## config.mk

```make
export PLATFORM = sky130hd
export DESIGN_NAME = conv_mac_engine
export DESIGN_NICKNAME = d
export VERILOG_FILES = /design/src/rtl/conv_mac_engine_pkg.sv /design/src/rtl/conv_weight_rf.sv /design/src/rtl/conv_mac_engine.sv
export SDC_FILE = /design/constraint.sdc
export NUM_CORES = 1
export LEC_CHECK = 0
export CAP_MARGIN = 20
export CORE_ASPECT_RATIO = 1.5
export CORE_MARGIN = 2
export CORE_UTILIZATION = 53
export DETAILED_ROUTE_END_ITERATION = 10
export HOLD_SLACK_MARGIN = 0.03
export PLACE_DENSITY = 0.88
export REMOVE_ABC_BUFFERS = 1
export SYNTH_ARGS = -nofsm -noshare
export SYNTH_HDL_FRONTEND = slang
export SYNTH_SLANG_ARGS = --single-unit
```

## constraint.sdc

```tcl
create_clock -name clk -period 6.4 [get_ports clk]
set_clock_uncertainty 0.05 [all_clocks]
set_input_delay 0.64 -clock clk [delete_from_list [all_inputs] [get_ports clk]]
set_output_delay 0.64 -clock clk [all_outputs]
set_load 0.1 [all_outputs]
```

## src/rtl/conv_mac_engine_pkg.sv

```systemverilog
// Shared types and width helpers for the convolution MAC engine.
package conv_mac_engine_pkg;

    typedef enum logic [1:0] {
        IDLE = 2'd0,
        MAC  = 2'd1,
        DONE = 2'd2
    } state_t;

    // Full-precision sum width: product width plus growth for K*K terms.
    function automatic int unsigned acc_width(input int unsigned bits, input int unsigned k);
        return 2 * bits + $clog2(k * k);
    endfunction

endpackage

```

## src/rtl/conv_weight_rf.sv

```systemverilog
// K*K signed weight register file: synchronous write, combinational read.
module conv_weight_rf #(
    parameter int unsigned BITS  = 9,
    parameter int unsigned DEPTH = 9,
    localparam int unsigned AW   = $clog2(DEPTH)
) (
    input  logic            clk,
    input  logic            reset_n,
    input  logic            we,
    input  logic [AW-1:0]   waddr,
    input  logic [BITS-1:0] wdata,
    input  logic [AW-1:0]   raddr,
    output logic [BITS-1:0] rdata
);

    logic [BITS-1:0] mem [DEPTH];

    // Out-of-range addresses are dropped rather than aliased.
    always_ff @(posedge clk or negedge reset_n) begin
        if (!reset_n) begin
            for (int i = 0; i < int'(DEPTH); i++) begin
                mem[i] <= '0;
            end
        end else if (we && (32'(waddr) < DEPTH)) begin
            mem[waddr] <= wdata;
        end
    end

    assign rdata = mem[raddr];

endmodule

```

## src/rtl/conv_mac_engine.sv

```systemverilog
// One convolution output pixel per accepted KxK window, using a single
// shared signed multiplier over K*K MAC cycles.
module conv_mac_engine
    import conv_mac_engine_pkg::*;
#(
    parameter int unsigned BITS        = 9,
    parameter int unsigned KERNEL_SIZE = 3,
    localparam int unsigned NUM        = KERNEL_SIZE * KERNEL_SIZE,
    localparam int unsigned AW         = $clog2(NUM),
    localparam int unsigned ACC_BITS   = acc_width(BITS, KERNEL_SIZE)
) (
    input  logic                  clk,
    input  logic                  reset_n,
    input  logic                  weight_we,
    input  logic [AW-1:0]         weight_addr,
    input  logic [BITS-1:0]       weight_data,
    input  logic                  window_valid,
    input  logic [NUM*BITS-1:0]   window,
    output logic                  window_ready,
    output logic                  pixel_valid,
    input  logic                  pixel_ready,
    output logic [ACC_BITS-1:0]   pixel_out,
    output logic                  busy
);

    localparam int unsigned PROD_BITS = 2 * BITS;

    state_t                      state;
    logic [AW-1:0]               idx;
    logic signed [ACC_BITS-1:0]  acc;
    logic [NUM*BITS-1:0]         win_q;

    logic                        rf_we_c;
    logic signed [BITS-1:0]      w_c;
    logic signed [BITS-1:0]      x_c;
    logic signed [PROD_BITS-1:0] prod_c;
    logic signed [ACC_BITS-1:0]  sum_c;

    // Weights are frozen while a window is in flight.
    assign rf_we_c = weight_we && !busy;

    conv_weight_rf #(
        .BITS  (BITS),
        .DEPTH (NUM)
    ) u_weight_rf (
        .clk     (clk),
        .reset_n (reset_n),
        .we      (rf_we_c),
        .waddr   (weight_addr),
        .wdata   (weight_data),
        .raddr   (idx),
        .rdata   (w_c)
    );

    assign x_c    = win_q[BITS*32'(idx) +: BITS];
    assign prod_c = w_c * x_c;
    assign sum_c  = acc + ACC_BITS'(prod_c);

    always_ff @(posedge clk or negedge reset_n) begin
        if (!reset_n) begin
            state        <= IDLE;
            idx          <= '0;
            acc          <= '0;
            win_q        <= '0;
            pixel_valid  <= 1'b0;
            pixel_out    <= '0;
            busy         <= 1'b0;
            window_ready <= 1'b1;
        end else begin
            case (state)
                IDLE: begin
                    if (window_valid) begin
                        win_q        <= window;
                        acc          <= '0;
                        idx          <= '0;
                        state        <= MAC;
                        window_ready <= 1'b0;
                        busy         <= 1'b1;
                    end
                end
                MAC: begin
                    acc <= sum_c;
                    idx <= idx + AW'(1);
                    // Last term: publish the completed sum directly.
                    if (idx == AW'(NUM - 1)) begin
                        state       <= DONE;
                        pixel_valid <= 1'b1;
                        pixel_out   <= sum_c;
                    end
                end
                DONE: begin
                    if (pixel_ready) begin
                        state        <= IDLE;
                        pixel_valid  <= 1'b0;
                        busy         <= 1'b0;
                        window_ready <= 1'b1;
                    end
                end
                default: begin
                    state        <= IDLE;
                    pixel_valid  <= 1'b0;
                    busy         <= 1'b0;
                    window_ready <= 1'b1;
                end
            endcase
        end
    end

endmodule

```

==> metrics.md, run 1 <==
| Metric | Value |
|---|---|
| Outcome | finished with violations |
| Failing checks | setup timing |
| Synth top area cells | dfrtp_1, fa_1, nand2_1 |
| RR Endpoint | acc[19] |
| Adder-Cell Fraction of Synth Area | 19.1% |
| Vias | ~11000 |
| Number of synthesized flops with an enable pin | 0 |
| PortBufs | ~120 |
| Reg clk slew, reported paths | approximately 0.070 ns |
| Largest family of logic cells by synthesized area | adder cells |
| First-pass GRT wire length | 52.3 mm |
| Post-DP HPWL | roughly 24 mm |
| Vias in the first global route | roughly 11000 |
| Initial drt markers | slightly above 900 |
| Setup Slack @ Placement | 0.0354 ns |
| GR peak layer | met2 |
| Chip Height | between 200 and 250 µm |
| Post-synthesis sequential area ratio | roughly two fifths |
| Post-Synth XOR/XNOR Area | between 1 and 1.5% |
| Max cap viols | 0 |
| DRC violations left | 0 |
| Gr usage total | 24.1% |
| Slew @ Worst Pin | just over 1 ns |
| Cell Area, Synth | about 14000 µm² |
| CORE AREA | ~26000 µm² |
| DRT antenna net count | 0 |
| Reg2reg start | idx[0] |
| Final hold vios | 0 |
| Share of cells above drive strength 1 | 20.6% |
| Share of async-settable or async-resettable flops after synthesis | 100% |
| Die area | between 20000 and 30000 µm² |
| Grt met2 use | a little over two fifths |
| Initial antenna violation count | 4 |
| Fin crit share | 100% |
| NumNets Final | 1713 |
| Yosys top cell area share | roughly two fifths |
| Starting Density | ~54% |
| H-Tree Depth | 1 |
| Unrepaired setup endpoints after global routing | true |
| Clock Sinks | 215 |
| Crit end category | flip-flop |
| Worst EP required | approximately 6.7 ns |
| Worst skew pair latency | about 0.51 ns |
| Pre-Repair DR Iteration Count | 5 |
| Final GP Congestion | 0.935 |
| Yosys reg bits | 215 |
| Mux contribution to synthesized area | 13.0% |
| Met3 Use GR | around 2.9% |
| Row cnt | 72 |
| Synth Area in Compound Gates | under 10% |
| Post-route minimum period | around 6.4 ns |
| Drt via density | between 5 and 6 |
| CP max FO | 8 |
| Main flop type after synthesis | dfrtp_1 |
| # IOs | between 100 and 150 |
| Synth area leader | dfrtp_1 |
| Max Slew Vio Count | 0 |
| Crit path kind | reg -> reg |
| Met1 usage | about a quarter |
| Grt ovf | 0 |
| Simple-gate share of the synthesized area | approximately 14% |
| Synth warnings | 0 |
| Clock tree buffer depth | 3 |
| Arr. time, crit path | 6.72 ns |
| Final WS setup | -0.00315 ns |
| Startpoint class of the critical path | flip-flop |
| Area Growth Syn to Fin | 22.5% |
| Largest net degree at the start of global routing | between 80 and 90 |
| Hold Crit Class | in -> async |
| CTS Buf Count | 20 |
| CTS tree | yes |
| Synth cell types | 61 |
| CP startpoint | idx[0] |
| CTS Root Cell | clkbuf_16 |
| Die W | about 140 µm |
| Setup violators final | 1 |
| Slew headroom | about 31% |
| Reg2reg path depth | 25 |
| WL per Instance | just over 20 µm |
| Hold slack final | about 0.047 ns |
| Mapped Avg Cell Area | approximately 11 µm² |
| Worst R2R Setup Slack | -0.003 ns |
| Final Routed Wirelength | roughly 37 mm |
| Syn Inst Count | 1303 |
| Max Clock Freq | between 150 and 200 MHz |
-- cells by family after synthesis --
group	count (synthesis)
adder cells (fa/ha/maj)	153
multiplexers	122
AND/OR/NAND/NOR	456
flip-flops	215
buffers and inverters	204
XOR/XNOR	23
AO/OA/AOI/OAI	130
-- worst max-delay path: stages (launching register included) --
cell and delay [ns]:
dfrtp_2 0.42, buf_12 0.15, buf_12 0.14, mux4_2 0.50
a22oi_1 0.37, o2bb2ai_4 0.18, buf_4 0.17, inv_2 0.05
nor2_1 0.06, fa_1 0.53, inv_1 0.08, fa_1 0.43
fa_1 0.54, inv_1 0.05, fa_1 0.47, inv_1 0.05
fa_1 0.49, inv_1 0.07, ha_4 0.27, nand3_2 0.10
a2111o_1 0.48, buf_4 0.17, nor2_1 0.08, nor2_1 0.06
xnor2_1 0.18, o21ai_0 0.11
-- cell usage after synthesis, drive strengths merged, types with 8 or more instances --
cell	number
nand2	342
dfrtp	214
inv	149
fa	94
mux2	85
o21ai	60
ha	59
mux4	36
nor2	35
clkbuf	29
buf	26
nand3	25
a21oi	20
a22oi	18
nor2b	15
and2	13
xor2	12
xnor2	11
a21o	8
-- cells in the final DEF (no fill, tap or decap), drive strengths merged, types with 13 or more instances in the layout --
master and instances:
a21oi 20, a22oi 18, and2 13, buf 65, clkbuf 31, clkdlybuf4s50 122
dfrtp 214, fa 94, ha 59, inv 150, mux2 85, mux4 36
nand2 342, nand3 25, nor2 35, nor2b 15, o21ai 60
-- timing repair --
action	4_1_cts	5_1_grt
setup endpoints to repair	0	24
hold buffers	0	0
buffers inserted	0	29
resized for setup	0	62
-- area by class of cell --
cell class | instances | area (µm²)
fill | 1766 | 8810
multi-input combinational | 885 | 7800
sequential | 215 | 5380
timing repair buffer | 190 | 1940
clock buffer | 28 | 592
inverter | 149 | 559
tap | 333 | 417
clock inverter | 8 | 80.1
antenna | 4 | 10.0
-- registers in the layout (all words and copies together) (netlist names) --
name and count:
pixel_out 22, pixel_valid 1, acc 22, idx 4, u_weight_rf.mem 81, state 2, window_ready 1, busy 1
win_q 81
-- metrics by stage --
step / util, % / area (µm²) / setup TNS, ns / std cells
floorplan: - / 13400 / -22.77 / 1248
global placement: 60.3 / 15400 / 0 / 1738
detailed placement: 60.3 / 15400 / 0 / 1738
CTS: 62.9 / 16100 / 0 / 1774
global route: 65.6 / 16800 / -2.09 / 1812
finish: 65.6 / 16800 / -0.00315 / 1812
-- worst max-delay path by stage --
stage / depth (start not counted) / to
finish: 25 / acc[19]
global route: 24 / pixel_out[21]
CTS: 21 / acc[21]
floorplan: 22 / acc[16]
detailed placement: 22 / acc[21]
global placement: 20 / pixel_out[21]
-- metal layers --
metal | wire length, µm | share of wire (%) | up-vias
met1 | 12700 | 34 | 5259
met5 | 0 | 0 | -
li1 | - | - | 4553
met2 | 19800 | 53 | 530
met4 | 2750 | 7.4 | 0
met3 | 2120 | 5.7 | 193
Power of run 1 is not shown: default switching activity piles up to over one toggle a cycle in this logic, so the estimate is an artifact.
==> inputs of run 2 (changes only) <==
--- a/config.mk
+++ b/config.mk
@@ -5,9 +5,10 @@
 export SDC_FILE = /design/constraint.sdc
 export NUM_CORES = 1
 export LEC_CHECK = 0
+export ABC_CLOCK_PERIOD_IN_PS = 6400
 export CAP_MARGIN = 20
 export CORE_ASPECT_RATIO = 1.5
-export CORE_MARGIN = 2
+export CORE_MARGIN = 3
 export CORE_UTILIZATION = 53
 export DETAILED_ROUTE_END_ITERATION = 10
 export HOLD_SLACK_MARGIN = 0.03
==> metrics.md, run 2 (same netlist as run 1, synthesis figures left out) <==
| Metric | Value |
|---|---|
| Unrepaired setup endpoints after global routing | true |
| Hold Crit Class | in -> async |
| Final WS setup | 0.0656 ns (+0.0687 ns) |
| Final hold vios | 0 (unchanged) |
| # IOs | 124 (unchanged) |
| Drt via density | 5.86 (+0.79%) |
| Final GP Congestion | 0.950 (+1.6%) |
| H-Tree Depth | 1 (unchanged) |
| Clock Sinks | 215 (unchanged) |
| Fin crit share | 99.0% (-1.1 points) |
| Slew @ Worst Pin | 1.02 ns (-0.0123 ns) |
| Crit-path max cell delay | 0.55 ns (about the same) |
| Worst EP required | 6.72 ns (about the same) |
| Die area | 27900 µm² (+2.5%) |
| CTS Buf Count | 20 (unchanged) |
| Initial drt markers | 847 (-8.9%) |
| CTS Root Cell | clkbuf_16 |
| CP max FO | 7 (-1) |
| Arr. time, crit path | 6.66 ns (-0.06 ns) |
| Cell repeated most along the worst path | fa_1 |
| Initial antenna violation count | 1 (-3) |
| DRT antenna net count | 0 (unchanged) |
| Final Routed Wirelength | 37.1 mm (-0.52%) |
| WL per Instance | 20.3 µm (-1.3%) |
| Largest net degree at the start of global routing | 105 (+22%) |
| Max Slew Vio Count | 0 (unchanged) |
| Most common cell after layout, fill and taps aside | nand2_1 |
| Fill count | 1674 (-5.2%) |
| Worst skew pair latency | 0.51 ns (about the same) |
| Post-DP HPWL | 23.8 mm (+0.65%) |
| Gr usage total | 24.2% (+0.041 points) |
| Crit path kind | reg -> reg |
| DRC violations left | 0 (unchanged) |
| Area Growth Syn to Fin | 23.5% |
| Grt ovf | 0 (unchanged) |
| Startpoint class of the critical path | flip-flop |
| Top Family by Delay on Critical Path | adder cells |
| Top Registers | u_weight_rf.mem x81, win_q x81 |
| Worst path slowest cell | fa_1 |
| Outcome | finished, final reports clean |
| NumNets Final | 1736 (+1.3%) |
| Row cnt | 71 (-1.4%) |
| Clock tree buffer depth | 3 (unchanged) |
| Vias | 10700 (+1.6%) |
| Slew headroom | 32.1% (+0.82 points) |
| Vias in the first global route | 11000 (+2.3%) |
| CORE AREA | 25200 µm² (-1.4%) |
| Starting Density | 54.3% (+0.75 points) |
| Die W | 137 µm (+1.5%) |
| Post-route minimum period | 6.33 ns (-0.0687 ns) |
| Crit end category | flip-flop |
| First-pass GRT wire length | 53.7 mm (+2.5%) |
| PortBufs | 123 (unchanged) |
| Setup Slack @ Placement | 0.00846 ns (-0.0269 ns) |
| Pre-Repair DR Iteration Count | 5 (unchanged) |
| CTS tree | yes |
| Sum of buffers and inverters on the critical path | 8 (-1) |
| Reg clk slew, reported paths | 0.07 ns (about the same) |
| Chip Height | 203 µm (+1.0%) |
| Max Clock Freq | 158 MHz (+1.1%) |
| Max cap viols | 0 (unchanged) |
| Setup violators final | 0 (-1) |
| Most frequent cells in the layout | nand2_1, dfrtp_1, inv_1 |
| Share of cells above drive strength 1 | 21.7% (+1.1 points) |
==> run 2: cell type report <==
class / instances / area, µm² / area share [%]
Inverter: 149 / 559 / 3.31
Sequential cell: 215 / 5380 / 31.8
Tap cell: 328 / 410 / 2.43
Clock inverter: 6 / 134 / 0.791
Clock buffer: 29 / 616 / 3.64
Multi-Input combinational cell: 885 / 7750 / 45.8
Antenna cell: 1 / 2.50 / 0.0148
Timing Repair Buffer: 213 / 2060 / 12.2
==> run 2: metal layers <==
layer | wire, µm | GRT usage (%) | up-vias
li1 | - | - | 4601
met1 | 12500 | 27.1 | 5288
met2 | 19400 | 43.1 | 602
met3 | 2300 | 3.10 | 209
met4 | 2890 | 14.6 | 0
met5 | 0 | 0 | -
==> run 2: worst paths after layout <==
path / start / endpoint / slack, ns / cells after the start
worst max-delay path: idx[0] / acc[21] / 0.07 / 25
worst min-delay path: reset_n / win_q[48] / 0.06 / 1
worst max register to register: idx[0] / acc[21] / 0.07 / 25
worst min register to register: pixel_out[6] / pixel_out[6] / 0.43 / 2
max in group asynchronous: reset_n / u_weight_rf.mem[67] / 4.83 / 2
min in group clk: pixel_out[6] / pixel_out[6] / 0.43 / 2
==> run 2: repair_timing <==
item | 4_1_cts | 5_1_grt
gates cloned | 0 | 4
resized for setup | 1 | 55
setup buffers | 1 | 42
hold buffers | 0 | 0
pin swaps | 1 | 27
endpoints found under the setup margin | 2 | 22
==> run 2: per-stage QoR <==
stage                     instance area, µm²  utilization (%)  setup TNS [ns]  hold slack, ns  std cells
final                                  16900             67.1               0          0.0617       1826
after global routing                   16900             67.1           -1.27           0.101       1826
after CTS                              16200             64.3               0          0.0790       1778
after detailed placement               15500             61.3               0           0.409       1742
after global placement                 15500             61.3               0           0.403       1742
after floorplan                        13400                -          -22.77           0.294       1248
Power of run 2 is left out for the same reason.
